File: src/rtl/memory_arbiter_if.sv
// Cache/RAM bus seen by the arbiter; slave = arbiter side, master = caches plus RAM.
interface memory_arbiter_if;
    logic        iREN;
    logic [31:0] iaddr;
    logic [31:0] iload;
    logic        iwait;
    logic        dREN;
    logic        dWEN;
    logic [31:0] daddr;
    logic [31:0] dstore;
    logic [31:0] dload;
    logic        dwait;
    logic        ramREN;
    logic        ramWEN;
    logic [31:0] ramaddr;
    logic [31:0] ramstore;
    logic [31:0] ramload;
    logic [1:0]  ramstate;

    modport slave (
        input  iREN, iaddr, dREN, dWEN, daddr, dstore, ramload, ramstate,
        output iload, iwait, dload, dwait, ramREN, ramWEN, ramaddr, ramstore
    );

    modport master (
        output iREN, iaddr, dREN, dWEN, daddr, dstore, ramload, ramstate,
        input  iload, iwait, dload, dwait, ramREN, ramWEN, ramaddr, ramstore
    );
endinterface

File: src/rtl/memory_arbiter.sv
// icache/dcache -> single-port RAM arbiter; RAM driven 1 cycle after a request is seen, waits held until ACCESS.
// dcache keeps the grant for 2-word blocks, icache forced in after STARVE_MAX words; MEMARB_STATS_EN adds counters.
module memory_arbiter #(
    parameter int STARVE_MAX = 4
) (
    input  logic              CLK,
    input  logic              nRST,
    memory_arbiter_if.slave   bus
`ifdef MEMARB_STATS_EN
    ,
    output logic [31:0]       stat_dxfers,
    output logic [31:0]       stat_ixfers,
    output logic [31:0]       stat_stalls
`endif
);
    localparam int SW = $clog2(STARVE_MAX + 1);
    localparam logic [SW-1:0] STARVE_LIM = SW'(STARVE_MAX);

    localparam logic [1:0] ARB   = 2'd0;
    localparam logic [1:0] DSERV = 2'd1;
    localparam logic [1:0] ISERV = 2'd2;

    localparam logic [1:0] RAM_ACCESS = 2'd2;

    logic [1:0]    state, state_nxt;
    logic          beat, beat_nxt;
    logic [SW-1:0] starve_cnt, starve_nxt;

    logic dreq, ireq, ram_acc, d_acc, i_acc;

    assign dreq    = bus.dREN | bus.dWEN;
    assign ireq    = bus.iREN;
    assign ram_acc = (bus.ramstate == RAM_ACCESS);
    // A dropped request never completes, even if RAM reports ACCESS that cycle.
    assign d_acc   = (state == DSERV) && dreq && ram_acc;
    assign i_acc   = (state == ISERV) && ireq && ram_acc;

    always_comb begin
        bus.ramREN   = 1'b0;
        bus.ramWEN   = 1'b0;
        bus.ramaddr  = 32'h0;
        bus.ramstore = 32'h0;
        bus.iwait    = 1'b1;
        bus.dwait    = 1'b1;
        bus.iload    = 32'h0;
        bus.dload    = 32'h0;
        case (state)
            DSERV: begin
                bus.ramaddr  = bus.daddr;
                bus.ramstore = bus.dstore;
                bus.ramWEN   = dreq & bus.dWEN;
                bus.ramREN   = dreq & bus.dREN & ~bus.dWEN;
                bus.dwait    = ~d_acc;
                bus.dload    = d_acc ? bus.ramload : 32'h0;
            end
            ISERV: begin
                bus.ramREN  = 1'b1;
                bus.ramaddr = bus.iaddr;
                bus.iwait   = ~i_acc;
                bus.iload   = i_acc ? bus.ramload : 32'h0;
            end
            default: ;
        endcase
    end

    always_comb begin
        state_nxt  = state;
        beat_nxt   = beat;
        starve_nxt = starve_cnt;
        case (state)
            ARB: begin
                if (ireq && starve_cnt == STARVE_LIM) state_nxt = ISERV;
                else if (dreq)                        state_nxt = DSERV;
                else if (ireq)                        state_nxt = ISERV;
            end
            DSERV: begin
                if (!dreq) begin
                    state_nxt = ARB;
                    beat_nxt  = 1'b0;
                end else if (d_acc) begin
                    if (ireq) starve_nxt = (starve_cnt == STARVE_LIM) ? STARVE_LIM : starve_cnt + SW'(1);
                    else      starve_nxt = '0;
                    if (beat) begin
                        beat_nxt  = 1'b0;
                        state_nxt = ARB;
                    end else begin
                        beat_nxt  = 1'b1;
                    end
                end
            end
            ISERV: begin
                if (!ireq) begin
                    state_nxt = ARB;
                end else if (i_acc) begin
                    state_nxt  = ARB;
                    starve_nxt = '0;
                end
            end
            default: state_nxt = ARB;
        endcase
    end

    always_ff @(posedge CLK or negedge nRST) begin
        if (!nRST) begin
            state      <= ARB;
            beat       <= 1'b0;
            starve_cnt <= '0;
        end else begin
            state      <= state_nxt;
            beat       <= beat_nxt;
            starve_cnt <= starve_nxt;
        end
    end

`ifdef MEMARB_STATS_EN
    always_ff @(posedge CLK or negedge nRST) begin
        if (!nRST) begin
            stat_dxfers <= 32'h0;
            stat_ixfers <= 32'h0;
            stat_stalls <= 32'h0;
        end else begin
            if (d_acc) stat_dxfers <= stat_dxfers + 32'h1;
            if (i_acc) stat_ixfers <= stat_ixfers + 32'h1;
            if ((ireq && bus.iwait) || (dreq && bus.dwait)) stat_stalls <= stat_stalls + 32'h1;
        end
    end
`endif
endmodule

File: src/flat_wrapper.sv
// flat-port wrapper written by rule: the top's interface ports become plain ports
module memory_arbiter_flat 
#(
    parameter int STARVE_MAX = 4
)
  (CLK, nRST, bus_iREN, bus_iaddr, bus_dREN, bus_dWEN, bus_daddr, bus_dstore, bus_ramload, bus_ramstate, bus_iload, bus_iwait, bus_dload, bus_dwait, bus_ramREN, bus_ramWEN, bus_ramaddr, bus_ramstore);
  memory_arbiter_if bus_i ();
  input  logic CLK;
  input  logic nRST;
  input wire logic [$bits(bus_i.iREN)-1:0] bus_iREN;
  input wire logic [$bits(bus_i.iaddr)-1:0] bus_iaddr;
  input wire logic [$bits(bus_i.dREN)-1:0] bus_dREN;
  input wire logic [$bits(bus_i.dWEN)-1:0] bus_dWEN;
  input wire logic [$bits(bus_i.daddr)-1:0] bus_daddr;
  input wire logic [$bits(bus_i.dstore)-1:0] bus_dstore;
  input wire logic [$bits(bus_i.ramload)-1:0] bus_ramload;
  input wire logic [$bits(bus_i.ramstate)-1:0] bus_ramstate;
  output wire logic [$bits(bus_i.iload)-1:0] bus_iload;
  output wire logic [$bits(bus_i.iwait)-1:0] bus_iwait;
  output wire logic [$bits(bus_i.dload)-1:0] bus_dload;
  output wire logic [$bits(bus_i.dwait)-1:0] bus_dwait;
  output wire logic [$bits(bus_i.ramREN)-1:0] bus_ramREN;
  output wire logic [$bits(bus_i.ramWEN)-1:0] bus_ramWEN;
  output wire logic [$bits(bus_i.ramaddr)-1:0] bus_ramaddr;
  output wire logic [$bits(bus_i.ramstore)-1:0] bus_ramstore;
  assign bus_i.iREN = bus_iREN;
  assign bus_i.iaddr = bus_iaddr;
  assign bus_i.dREN = bus_dREN;
  assign bus_i.dWEN = bus_dWEN;
  assign bus_i.daddr = bus_daddr;
  assign bus_i.dstore = bus_dstore;
  assign bus_i.ramload = bus_ramload;
  assign bus_i.ramstate = bus_ramstate;
  assign bus_iload = bus_i.iload;
  assign bus_iwait = bus_i.iwait;
  assign bus_dload = bus_i.dload;
  assign bus_dwait = bus_i.dwait;
  assign bus_ramREN = bus_i.ramREN;
  assign bus_ramWEN = bus_i.ramWEN;
  assign bus_ramaddr = bus_i.ramaddr;
  assign bus_ramstore = bus_i.ramstore;
  memory_arbiter #(.STARVE_MAX(STARVE_MAX)) u_core (.CLK(CLK), .nRST(nRST), .bus(bus_i));
endmodule
File: config.mk
export PLATFORM = sky130hd
export DESIGN_NAME = memory_arbiter_flat
export DESIGN_NICKNAME = d
export VERILOG_FILES = /design/src/rtl/memory_arbiter_if.sv /design/src/rtl/memory_arbiter.sv /design/src/flat_wrapper.sv
export SDC_FILE = /design/constraint.sdc
export NUM_CORES = 1
export LEC_CHECK = 0
export ABC_AREA = 1
export CAP_MARGIN = 20
export CORE_AREA = 2 2 103 105
export DETAILED_ROUTE_END_ITERATION = 6
export DIE_AREA = 0 0 105 107
export PLACE_DENSITY = 0.74
export SYNTH_ARGS = -nofsm -noshare
export SYNTH_HDL_FRONTEND = slang
export SYNTH_SLANG_ARGS = --single-unit
export TNS_END_PERCENT = 10
File: constraint.sdc
create_clock -name CLK -period 1.6 [get_ports CLK]
set_input_delay 0.16 -clock CLK [delete_from_list [all_inputs] [get_ports CLK]]
set_output_delay 0.16 -clock CLK [all_outputs]
set_load 0.02 [all_outputs]
==> impl_metrics.ini, run 1 <==
[status]
status = complete, but fails checks
violations = setup timing

[critical_path]
cpMaxStageDelayCell = dfrtp_1
crit_path_max_fanout = 14
max_stage_delay_ns = 0.39
cp.arrival_ns = 1.62
cpLargestDelayFamily = buffers and inverters
crit_chain = inv_2, ha_4, buf_4, buf_12, nand2_1, a21oi_2, buf_4
worstSetupStartpointType = flip-flop
crit_required_ns = 1.44
cpMostUsedCell = buf_4
critPathKind = flip-flop to output port
crit_buf_inv = 4
end_kind = output port

[global_routing]
grt_overflow = 0
grt_max_degree = 35
grt_util_met3_pct = 3.89
antenna_found_initial = 0
grt_usage_pct = 16.7
grt_pass1_wl_um = 15200
grt_pass1_vias = 3030
grt_use_met2_pct = 31.4
grt.busiest_layer = met2
use_met1_pct = 18.6

[clock_network]
clkTransAtPathRegs_ns = 0.04
cts_buffers = 3
cts_sinks = 6
clock_latency_ns = 0.23
htreeDepth = 1
root_buffer = clkbuf_8
cts_max_path_buffers = 2
cts_tree = done
ctsHoldBuffers = 0

[synth]
synth_edf_count = 0
yosysTopAreaCellShare_pct = 27.5
netlist_top_cells_count = nand2_1 (123), inv_1 (81), nor2_1 (62)
syn_area_per_cell_sq_um = 4.65
ys_types = 19
yosys_warnings = 0
synthFlopType = dfrtp_1
ys_top_cells_by_area = nand2_1 (27%), inv_1 (18%), nor2_1 (14%)
yosysTopAreaCell = nand2_1
yosysMostFrequentCell = nand2_1
synth-seq-area-share_pct = 8.93
syn_inst = 362
synth_area_sq_um = 1680
syn-num-nets = 502
synthArstFlopShare_pct = 100
ys_ff_latch = 6

[detailed_routing]
via_per_inst = 4.21
drcViolationCount = 0
dr.pass1.iters = 4
num_vias = 3312
ant_nets = 0
wl_um = 11800
wire_per_inst_um = 15.0
drtIter0Drc = 137

[die]
fp-row-count = 37
ioPinCount = 267
core_sq_um = 10100
die_height_um = 107
dieArea_sq_um = 11200
fp.dieW_um = 105
start_util_pct = 16.7

[place]
dp.cells = 762
placed_area_sq_um = 4580
portBuffers = 266
hpwl_um = 7970
routabilityCongestion = 0.896

[power_and_ir_drop]
total_power_mw = 6.46
leakagePower_nw = 2.67
ir_worst_vdd_v = 0.000734
powerDensity_nw_per_um2 = 1220

[timing]
min_period_ns = 1.78
setup_viol = 112
maxSlewHeadroom_pct = 76.3
hold_violations = 0
slew_violations = 0
hold-worst-slack_ns = 0.190
worst_slack_ns = -0.179
fin_skew_ns = 0.00203
rsz0062_at_grt = true
tightest_slew_ns = 0.352
fmax_mhz = 562
min_period_over_period_pct = 111

[final_layout]
final_cells = 786
antenna_cells = 0
fin_nets = 792
utilization_pct = 52.6
areaGrowthSynthToFinish_pct = 216
stdcell_area_sq_um = 5310
drive_above_1_share_pct = 42.8

[job]
drv_cap = 0

[min_path]
hp-class = input port to asynchronous set/reset pin
[layout by cell type, fill, tap and decap left out, drive strengths merged]
cell type	Yosys	final
nand3	9	9
a21oi	35	35
dfrtp	6	6
inv	84	82
nand2	126	131
buf	21	161
o21ai	2	2
nand4	1	1
clkdlybuf4s50	0	134
nor2	73	73
clkinv	0	2
clkbuf	0	9
ha	5	5
[path summary, 6_finish.rpt]
check,depth (start not counted),slack (ns),startpoint,to
min reg2reg,2,0.51,u_core.starve_cnt[0],u_core.starve_cnt[0]
min in group CLK,2,0.51,u_core.starve_cnt[0],u_core.starve_cnt[0]
max reg2reg,10,0.02,u_core.state[0],u_core.starve_cnt[2]
max in group asynchronous,1,1.16,nRST,u_core.state[0]
max,7,-0.18,u_core.state[1],bus_ramaddr[22]
min,1,0.19,nRST,u_core.starve_cnt[0]
[cell families after synthesis]
kind of cell / Yosys count / synth area share, %
fa+ha+maj: 5 / 3.72
compound gates: 37 / 11.0
buf+inv: 105 / 26.2
flops: 6 / 8.93
simple gates: 209 / 50.1
[registers in the layout, indices dropped and copies added, names as in the netlist]
name               flops
u_core.beat            1
u_core.starve_cnt      3
u_core.state           2
[power breakdown]
group	leakage (nW)	switching, mW	internal [mW]
clock	0.0216	0.0684	0.162
combinational	2.57	3.28	2.66
sequential	0.0775	0.0675	0.223
[timing repair]
item                                    4_1_cts  5_1_grt
buffers inserted                              1        5
cloned                                        3       12
resized for setup                           680      157
pin swaps                                     6       10
endpoints found under the setup margin      135      132
[area by class of cell]
class                      count  area [sq um]
tap                          136           170
multi-input combinational    256          1600
sequential                     6           151
timing repair buffer         301          3010
inverter                      84           338
fill                         996          4790
clock buffer                   3          41.3
[layer usage]
metal	up-vias	routed length, um
met5	-	0
met4	0	258
met3	24	706
met2	141	6110
met1	1519	4750
li1	1628	-
[metrics by stage]
step	setup TNS, ns	worst slack, ns
after global placement	-40.85	-0.402
after detailed placement	-45.41	-0.431
after global routing	-16.34	-0.243
after CTS	-9.06	-0.134
final	-9.31	-0.179
after floorplan	0	0.0446
No activity file was read; power rests on OpenSTA's default activity.
==> run 2, diff against run 1 <==
--- a/config.mk
+++ b/config.mk
@@ -14,4 +14,3 @@
 export SYNTH_ARGS = -nofsm -noshare
 export SYNTH_HDL_FRONTEND = slang
 export SYNTH_SLANG_ARGS = --single-unit
-export TNS_END_PERCENT = 10
==> impl_metrics.ini, run 2 (synthesized netlist as in run 1, its figures left out) <==
[status]
status = complete, but fails checks
violations = setup timing

[final_layout]
antenna_cells = 0
top_register = u_core.starve_cnt
final_cells = 789
stdcell_area_sq_um = 5690
final_common_cell = clkdlybuf4s50_1
areaGrowthSynthToFinish_pct = 239
drive_above_1_share_pct = 46.9
final_cell_mix = clkdlybuf4s50_1 (134), nand2_1 (99), buf_6 (79)
fin_nets = 795
largest_register_ffs = 3
n_fill_cell = 938
reg_top3 = u_core.starve_cnt x3, u_core.state x2, u_core.beat x1

[critical_path]
reg2reg_from = u_core.state[1]
cpMostUsedCell = inv_2
cpMaxStageDelayCell = dfrtp_1
critPathKind = flip-flop to output port
crit_path_max_fanout = 8
cp.arrival_ns = 1.63
crit_chain = inv_2, ha_4, inv_2, nor2_4, nand2_4, clkbuf_16, nor2_1, buf_4
regToRegSetupSlack_ns = 0.02
end_kind = output port
max_stage_delay_ns = 0.39
cpLargestDelayFamily = buffers and inverters
worstReg2RegEnd = u_core.starve_cnt[1]
crit_buf_inv = 4
crit_required_ns = 1.44
worstRegToRegCells = 10
worstSetupStartpointType = flip-flop

[place]
portBuffers = 266
routabilityCongestion = 0.896
dp.cells = 762
placed_area_sq_um = 4580
hpwl_um = 7970

[clock_network]
cts_tree = done
ctsHoldBuffers = 0
clock_latency_ns = 0.23
htreeDepth = 1
root_buffer = clkbuf_8
cts_sinks = 6
clkTransAtPathRegs_ns = 0.04
cts_max_path_buffers = 2
cts_buffers = 3

[global_routing]
grt_pass1_wl_um = 15300
antenna_found_initial = 0
grt_overflow = 0
grt_usage_pct = 16.8
grt_max_degree = 35
grt_pass1_vias = 3026

[die]
dieArea_sq_um = 11200
core_sq_um = 10100
start_util_pct = 16.7
ioPinCount = 267
fp.dieW_um = 105
fp-row-count = 37
die_height_um = 107

[timing]
fmax_mhz = 558
tightest_slew_ns = 0.456
setup_viol = 112
rsz0062_at_grt = true
worst_slack_ns = -0.191
min_period_over_period_pct = 112
maxSlewHeadroom_pct = 69.4
hold-worst-slack_ns = 0.194
hold_violations = 0
slew_violations = 0
min_period_ns = 1.79
fin_skew_ns = 0.00175

[power_and_ir_drop]
ir_worst_vdd_v = 0.000790
powerDensity_nw_per_um2 = 1240
leakagePower_nw = 2.73

[min_path]
hp-class = input port to asynchronous set/reset pin

[detailed_routing]
drcViolationCount = 0
drtIter0Drc = 115
via_per_inst = 4.25
num_vias = 3357
wl_um = 12800
wire_per_inst_um = 16.2
dr.pass1.iters = 4
ant_nets = 0

[job]
drv_cap = 0
-- run 2: cell count changes in the layout (fill, tap and decap cells not counted), moves of 7 or more --
| cell | change |
|---|---|
| nand2_1 | -15 |
| nor2_4 | +22 |
| buf_4 | -12 |
| buf_6 | +19 |
| nand2_2 | +14 |
| nor2_2 | -18 |
| buf_2 | -7 |
-- run 2: worst max path at each step --
stage,from,end,slack (ns),cells past startpoint
after floorplan,u_core.state[0],bus_iload[22],0.04,8
after global placement,bus_ramstate[1],bus_dload[8],-0.40,7
after detailed placement,u_core.state[0],bus_iload[17],-0.43,7
after CTS,u_core.state[1],bus_ramaddr[3],-0.13,7
after global routing,u_core.state[1],bus_ramaddr[22],-0.24,7
final,u_core.state[1],bus_dload[15],-0.19,8
-- run 2: final cells by class --
class                   instances  area [sq um]  area share (%)
clock buffers                   3          41.3           0.725
inverters                      84           338            5.93
multi-input cells             256          1820            32.0
flip-flops and latches          6           151            2.66
well taps                     136           170            2.99
repair buffers                304          3170            55.7
-- run 2: timing repair --
action                     CTS  global route
setup buffers                1             5
resized for setup          673           243
pin swaps                    6            11
cloned                       3            15
setup endpoints to repair  135           132
-- run 2: stage by stage --
stage | utilization [%] | TNS (ns) | power (mW) | worst slack (ns)
after CTS | 44.9 | -9.47 | 5.31 | -0.134
after global routing | 56.4 | -18.23 | 7.47 | -0.244
final | 56.4 | -11.42 | 7.08 | -0.191
after global placement | 45.4 | -40.85 | 4.72 | -0.402
after detailed placement | 45.4 | -45.41 | 4.81 | -0.431
after floorplan | - | 0 | 2.61 | 0.0446
-- run 2: power breakdown --
part,switching (mW),internal [mW]
sequential,0.0754,0.223
combinational,3.56,2.99
clock,0.0702,0.162
total,3.71,3.37
-- run 2: per-layer routing --
layer  vias up  routed length (um)  part of all wire [%]  track usage [%]
li1       1632                   -                     -                -
met1      1549                4960                    39             18.5
met2       148                6770                    53             31.6
met3        28                 784                   6.1             4.01
met4         0                 302                   2.4             5.05
met5         -                   0                     0                0
